**src/rtl/instr_encoder_loader_if.sv**
```systemverilog
// Instruction-field stream into the encoder plus the imem write bus it drives.
// master = program source / bench side, slave = encoder side.
interface instr_encoder_loader_if;
    logic        in_valid;
    logic        in_ready;
    logic [4:0]  in_op;
    logic [4:0]  in_rs;
    logic [4:0]  in_rt;
    logic [4:0]  in_rd;
    logic [15:0] in_imm;
    logic        imem_we;
    logic [31:0] imem_addr;
    logic [31:0] imem_wdata;

    modport master (
        output in_valid, in_op, in_rs, in_rt, in_rd, in_imm,
        input  in_ready, imem_we, imem_addr, imem_wdata
    );

    modport slave (
        input  in_valid, in_op, in_rs, in_rt, in_rd, in_imm,
        output in_ready, imem_we, imem_addr, imem_wdata
    );
endinterface

```
**src/rtl/instr_encoder_loader.sv**
```systemverilog
// Packs symbolic instructions into 32-bit MIPS words and writes them sequentially
// into instruction memory during a start/stop delimited load session.
module instr_encoder_loader #(
    parameter int unsigned ADDR_W    = 6,
    parameter logic [31:0] BASE_ADDR = 32'h0
) (
    input  logic                  clk,
    input  logic                  reset,
    input  logic                  start,
    input  logic                  stop,
    instr_encoder_loader_if.slave bus,
    output logic [ADDR_W:0]       count,
    output logic                  full,
    output logic                  err
);

    localparam logic [ADDR_W:0] CountFull = {1'b1, {ADDR_W{1'b0}}};
    localparam logic [ADDR_W:0] CountLast = {1'b0, {ADDR_W{1'b1}}};
    localparam logic [ADDR_W:0] CountOne  = {{ADDR_W{1'b0}}, 1'b1};

    typedef enum logic [1:0] {StIdle, StRun, StFull} state_e;

    state_e          state_q;
    logic [ADDR_W:0] count_q;
    logic            we_q;
    logic            err_q;
    logic [31:0]     addr_q;
    logic [31:0]     wdata_q;

    logic            xfer;
    logic            enc_legal;
    logic            enc_rtype;
    logic [5:0]      enc_opcode;
    logic [5:0]      enc_funct;
    logic [31:0]     enc_word;

    always_comb begin
        enc_legal  = 1'b1;
        enc_rtype  = 1'b0;
        enc_opcode = 6'h00;
        enc_funct  = 6'h00;
        case (bus.in_op)
            5'd0:  begin enc_rtype = 1'b1; enc_funct = 6'h20; end
            5'd1:  begin enc_rtype = 1'b1; enc_funct = 6'h21; end
            5'd2:  begin enc_rtype = 1'b1; enc_funct = 6'h22; end
            5'd3:  begin enc_rtype = 1'b1; enc_funct = 6'h23; end
            5'd4:  begin enc_rtype = 1'b1; enc_funct = 6'h24; end
            5'd5:  begin enc_rtype = 1'b1; enc_funct = 6'h25; end
            5'd6:  begin enc_rtype = 1'b1; enc_funct = 6'h26; end
            5'd7:  begin enc_rtype = 1'b1; enc_funct = 6'h27; end
            5'd8:  begin enc_rtype = 1'b1; enc_funct = 6'h2A; end
            5'd9:  begin enc_rtype = 1'b1; enc_funct = 6'h2B; end
            5'd10: enc_opcode = 6'h23;
            5'd11: enc_opcode = 6'h2B;
            5'd12: enc_opcode = 6'h04;
            5'd13: enc_opcode = 6'h05;
            5'd14: enc_opcode = 6'h0A;
            5'd15: enc_opcode = 6'h0B;
            5'd16: enc_opcode = 6'h0C;
            5'd17: enc_opcode = 6'h0D;
            5'd18: enc_opcode = 6'h0E;
            5'd19: enc_opcode = 6'h08;
            5'd20: enc_opcode = 6'h09;
            default: enc_legal = 1'b0;
        endcase
        enc_word = enc_rtype ? {6'b000000, bus.in_rs, bus.in_rt, bus.in_rd, 5'b00000, enc_funct}
                             : {enc_opcode, bus.in_rs, bus.in_rt, bus.in_imm};
    end

    // A start request blocks acceptance so a restart never mixes with a transfer.
    assign bus.in_ready   = (state_q == StRun) & ~start & ~reset;
    assign xfer           = bus.in_valid & bus.in_ready;

    assign bus.imem_we    = we_q;
    assign bus.imem_addr  = addr_q;
    assign bus.imem_wdata = wdata_q;
    assign count          = count_q;
    assign full           = (count_q == CountFull);
    assign err            = err_q;

    always_ff @(posedge clk) begin
        if (reset) begin
            state_q <= StIdle;
            count_q <= '0;
            we_q    <= 1'b0;
            err_q   <= 1'b0;
            addr_q  <= '0;
            wdata_q <= '0;
        end else begin
            we_q  <= 1'b0;
            err_q <= 1'b0;
            case (state_q)
                StIdle: begin
                    if (start) begin
                        state_q <= StRun;
                        count_q <= '0;
                    end
                end
                StRun: begin
                    if (start) begin
                        count_q <= '0;
                    end else begin
                        if (xfer) begin
                            if (enc_legal) begin
                                we_q    <= 1'b1;
                                addr_q  <= BASE_ADDR + (32'(count_q) << 2);
                                wdata_q <= enc_word;
                                count_q <= count_q + CountOne;
                                if (count_q == CountLast) state_q <= StFull;
                            end else begin
                                err_q <= 1'b1;
                            end
                        end
                        // stop overrides the move to FULL; the final word is still written
                        if (stop) state_q <= StIdle;
                    end
                end
                StFull: begin
                    if (start) begin
                        state_q <= StRun;
                        count_q <= '0;
                    end else if (stop) begin
                        state_q <= StIdle;
                    end
                end
                default: state_q <= StIdle;
            endcase
        end
    end

endmodule
```
**src/flat_wrapper.sv**
```systemverilog
// flat-port wrapper written by rule: the top's interface ports become plain ports
module instr_encoder_loader_flat 
#(
    parameter int unsigned ADDR_W    = 6,
    parameter logic [31:0] BASE_ADDR = 32'h0
)
  (clk, reset, start, stop, count, full, err, bus_in_valid, bus_in_op, bus_in_rs, bus_in_rt, bus_in_rd, bus_in_imm, bus_in_ready, bus_imem_we, bus_imem_addr, bus_imem_wdata);
  instr_encoder_loader_if bus_i ();
  input  logic clk;
  input  logic reset;
  input  logic start;
  input  logic stop;
  output logic [ADDR_W:0] count;
  output logic full;
  output logic err;
  input wire logic [$bits(bus_i.in_valid)-1:0] bus_in_valid;
  input wire logic [$bits(bus_i.in_op)-1:0] bus_in_op;
  input wire logic [$bits(bus_i.in_rs)-1:0] bus_in_rs;
  input wire logic [$bits(bus_i.in_rt)-1:0] bus_in_rt;
  input wire logic [$bits(bus_i.in_rd)-1:0] bus_in_rd;
  input wire logic [$bits(bus_i.in_imm)-1:0] bus_in_imm;
  output wire logic [$bits(bus_i.in_ready)-1:0] bus_in_ready;
  output wire logic [$bits(bus_i.imem_we)-1:0] bus_imem_we;
  output wire logic [$bits(bus_i.imem_addr)-1:0] bus_imem_addr;
  output wire logic [$bits(bus_i.imem_wdata)-1:0] bus_imem_wdata;
  assign bus_i.in_valid = bus_in_valid;
  assign bus_i.in_op = bus_in_op;
  assign bus_i.in_rs = bus_in_rs;
  assign bus_i.in_rt = bus_in_rt;
  assign bus_i.in_rd = bus_in_rd;
  assign bus_i.in_imm = bus_in_imm;
  assign bus_in_ready = bus_i.in_ready;
  assign bus_imem_we = bus_i.imem_we;
  assign bus_imem_addr = bus_i.imem_addr;
  assign bus_imem_wdata = bus_i.imem_wdata;
  instr_encoder_loader #(.ADDR_W(ADDR_W), .BASE_ADDR(BASE_ADDR)) u_core (.clk(clk), .reset(reset), .start(start), .stop(stop), .bus(bus_i), .count(count), .full(full), .err(err));
endmodule
```
**config.mk**
```make
export PLATFORM = sky130hd
export DESIGN_NAME = instr_encoder_loader_flat
export DESIGN_NICKNAME = d
export VERILOG_FILES = /design/src/rtl/instr_encoder_loader_if.sv /design/src/rtl/instr_encoder_loader.sv /design/src/flat_wrapper.sv
export SDC_FILE = /design/constraint.sdc
export NUM_CORES = 1
export LEC_CHECK = 0
export ABC_AREA = 1
export ABC_CLOCK_PERIOD_IN_PS = 1300
export BUFFER_PORTS_ARGS = -buffer_cell sky130_fd_sc_hd__buf_2
export CORE_ASPECT_RATIO = 0.9
export CORE_MARGIN = 1.5
export CORE_UTILIZATION = 38
export DETAILED_ROUTE_END_ITERATION = 8
export GPL_TIMING_DRIVEN = 0
export HOLD_SLACK_MARGIN = 0.05
export PLACE_DENSITY_LB_ADDON = 0.12
export SLEW_MARGIN = 20
export SYNTH_ARGS = -nofsm -noshare
export SYNTH_HDL_FRONTEND = slang
export SYNTH_SLANG_ARGS = --single-unit
```
**constraint.sdc**
```tcl
create_clock -name clk -period 1.3 [get_ports clk]
set_input_delay 0.13 -clock clk [delete_from_list [all_inputs] [get_ports clk]]
set_output_delay 0.13 -clock clk [all_outputs]
set_load 0.01 [all_outputs]
```
==> results.json <==
{
  "critPathKind": "reg -> reg",
  "required_ns": 1.54,
  "synthCells": 365,
  "power_density_mw_per_mm2": 964,
  "synth_cell_type_count": 30,
  "fin_cells": 600,
  "pin_count": 116,
  "cts_tree": "built",
  "rsz0062_at_grt": "true",
  "hold_ws_ns": 0.0555,
  "critPathMaxFanout": 6,
  "status": "finished, violations left",
  "route.detailed.drc": 0,
  "place.gp.congestion": 0.889,
  "via_count": 2698,
  "tns_ns": -2.90,
  "max_freq_ghz": 0.704,
  "dpl.cell_count": 567,
  "antenna_found_initial": 0,
  "die_w_um": 89.6,
  "synth_most_common_cell": "nor2_1",
  "grt_max_degree": 17,
  "cts_root_buffer": "clkbuf_8",
  "placed_area_sq_mm": 0.00326,
  "synth_common_cells": "75 x nor2_1, 63 x nand2_1, 49 x dfxtp_1",
  "finalCritPeriodShare_pct": 109,
  "synth-seq-cells": 49,
  "failed_checks": "negative setup slack",
  "row_count": 28,
  "async_reset_ff_share_pct": 0,
  "maxCapViolations": 0,
  "pre_cts_ws_ns": -0.256,
  "hold_class": "in -> reg",
  "clockBufferDepth": 2,
  "area_growth_syn_to_layout_pct": 52.1,
  "core_area_sq_mm": 0.00655,
  "yosys.area_share.simple_pct": 31.2,
  "drive_gt1_share_pct": 45.7,
  "cp-end-kind": "flip-flop",
  "layout_setup_ws_ns": -0.120,
  "setup_violations": 46,
  "p_leak_nw": 1.91,
  "fin_skew_ns": 0.00589,
  "grt_pass1_vias": 2360,
  "n_antenna_cell": 0,
  "synth_mux_area_share_pct": 0,
  "grt_pass1_wl_um": 10600,
  "drt_first_pass_iters": 4,
  "final_area_sq_mm": 0.00390,
  "yosysWarnings": 0,
  "clock_latency_ns": 0.31,
  "synth_top_area_share_pct": 38.2,
  "overflow": 0,
  "hpwl_um": 4880,
  "synthXorXnorAreaFrac_pct": 0,
  "htreeDepth": 2,
  "first_iter_violations": 112,
  "clock_sinks": 49,
  "dieArea_sq_mm": 0.00726,
  "arrival_ns": 1.66,
  "synth_top_family_by_area": "simple AND/OR/NAND/NOR gates",
  "start_util_pct": 39.2,
  "yosys.area_share.adder_pct": 0.975,
  "maxSlewViolCount": 0,
  "peakVddDrop_mv": 0.460,
  "grtUsageTotal_pct": 18.9,
  "synth.avg_cell_area_sq_um": 7.03,
  "post_drt_wl_per_cell_um": 11.9,
  "tightest_slew_ns": 0.733,
  "synth_area_leader_cell": "dfxtp_1",
  "hold_violations": 0,
  "drt_wl_total_um": 7160,
  "path_clk_slew_ns": 0.10,
  "numCtsBuffers": 5,
  "synth-edff-count": 0,
  "period_minus_slack_ns": 1.42,
  "synth_compound_area_share_pct": 13.8,
  "nets": 552,
  "max-slew-margin-rel_pct": 51.2,
  "port_buffers": 87,
  "dieHeight_um": 81.0,
  "ys.flop_type": "dfxtp_1",
  "worst_setup_path_start_kind": "flip-flop",
  "ys_top_cells_by_area": "dfxtp_1 38%, nor2_1 11%, nand2_1 9.2%",
  "ys_seq_area_share_pct": 38.2,
  "synth_area_sq_mm": 0.00257,
  "avgViaCountPerCell": 4.50,
  "antenna_left": 0
}
[state kept, by name, indices dropped and copies added, names as in the netlist]
register and cells:
u_core.bus.imem_wdata 31, u_core.bus.imem_addr 7, u_core.state_q 2, u_core.count 7, u_core.bus.imem_we 1, u_core.err 1
[logic make-up (layout without fill, tap and decap cells)]
group | Yosys count | after routing
AND/OR/NAND/NOR | 182 | 183
buffers and inverters | 70 | 189
flip-flops | 49 | 49
AO/OA/AOI/OAI | 61 | 61
adder cells (fa/ha/maj) | 2 | 2
other | 1 | 26
[worst paths after layout]
check,startpoint,endpoint,slack [ns],depth (start not counted)
setup / recovery,u_core.state_q[1],u_core.bus.imem_wdata[9],-0.12,8
hold / removal,bus_in_rs[2],u_core.bus.imem_wdata[23],0.06,3
setup reg to reg,u_core.state_q[1],u_core.bus.imem_wdata[9],-0.12,8
hold reg to reg,u_core.bus.imem_wdata[7],u_core.bus.imem_wdata[7],0.48,2
[critical path, stage by stage (launching register included)]
cell and delay (ns):
dfxtp_4 0.36, nor3_4 0.19, nand2_2 0.12, inv_2 0.08, nand2_4 0.07, buf_8 0.15, nor2_4 0.16, nand2_1 0.09
a21oi_2 0.12
[placed cells by master (no fill, tap or decap), types with 3 or more instances in the layout]
cell type      netlist  final
dfxtp_2              0      4
buf_2                4     89
buf_6                2      8
nand4_1              9      9
nor2_4               2      7
dfxtp_1             49     41
nor2_1              75     69
dfxtp_4              0      4
conb_1               1     26
o21ai_0             26     10
nand2_2             13     18
nand2_1             63     52
clkbuf_8             0      5
clkbuf_1             8      6
o21ai_1              9     12
buf_4               27     41
nand2_4              1      6
buf_12               1      4
a21oi_1             12     10
inv_2                2      4
o21ai_2              0     12
dlygate4sd3_1        0      3
nand3_1             13     11
a21oi_2              9     10
nand3_4              0      3
inv_1               26     21
[through the flow]
| step | power (mW) | util [%] |
|---|---|---|
| 2_1_floorplan | 2.09 | - |
| 3_3_place_gp | 2.28 | 49.8 |
| 3_5_place_dp | 2.29 | 49.8 |
| 4_1_cts | 3.63 | 55.3 |
| 5_1_grt | 3.96 | 59.6 |
| 6_report | 3.76 | 59.6 |
[metal layers]
metal	part of all wire [%]	GRT usage, %	vias to the layer above
met5	0	0	-
met4	0.74	5.85	0
met3	6.0	4.47	4
met2	49	32.1	95
met1	44	23.6	1194
li1	-	-	1405
[timing repair]
item / 4_1_cts / 5_1_grt
setup buffers: 12 / 10
gates resized for setup: 40 / 42
hold buffers: 2 / 1
gates cloned: 0 / 1
endpoints found under the setup margin: 49 / 49
pin swaps: 15 / 27
hold endpoints to repair: 2 / 1
[layout make-up]
class	instances	area [sq um]
clock inverters	2	38.8
clock buffers	6	93.8
plain buffers	41	319
repair buffers	112	687
fillers	646	2650
flip-flops and latches	49	1000
well taps	90	113
multi-input cells	272	1540
inverters	28	115
[where the power goes]
part / leakage (nW) / switching (mW) / internal (mW) / total (mW)
clock network: 0.0669 / 0.537 / 0.697 / 1.23
registers: 0.401 / 0.0636 / 1.56 / 1.62
logic: 1.44 / 0.499 / 0.406 / 0.905
total: 1.91 / 1.10 / 2.66 / 3.76
(Power assumes the default switching activity.)
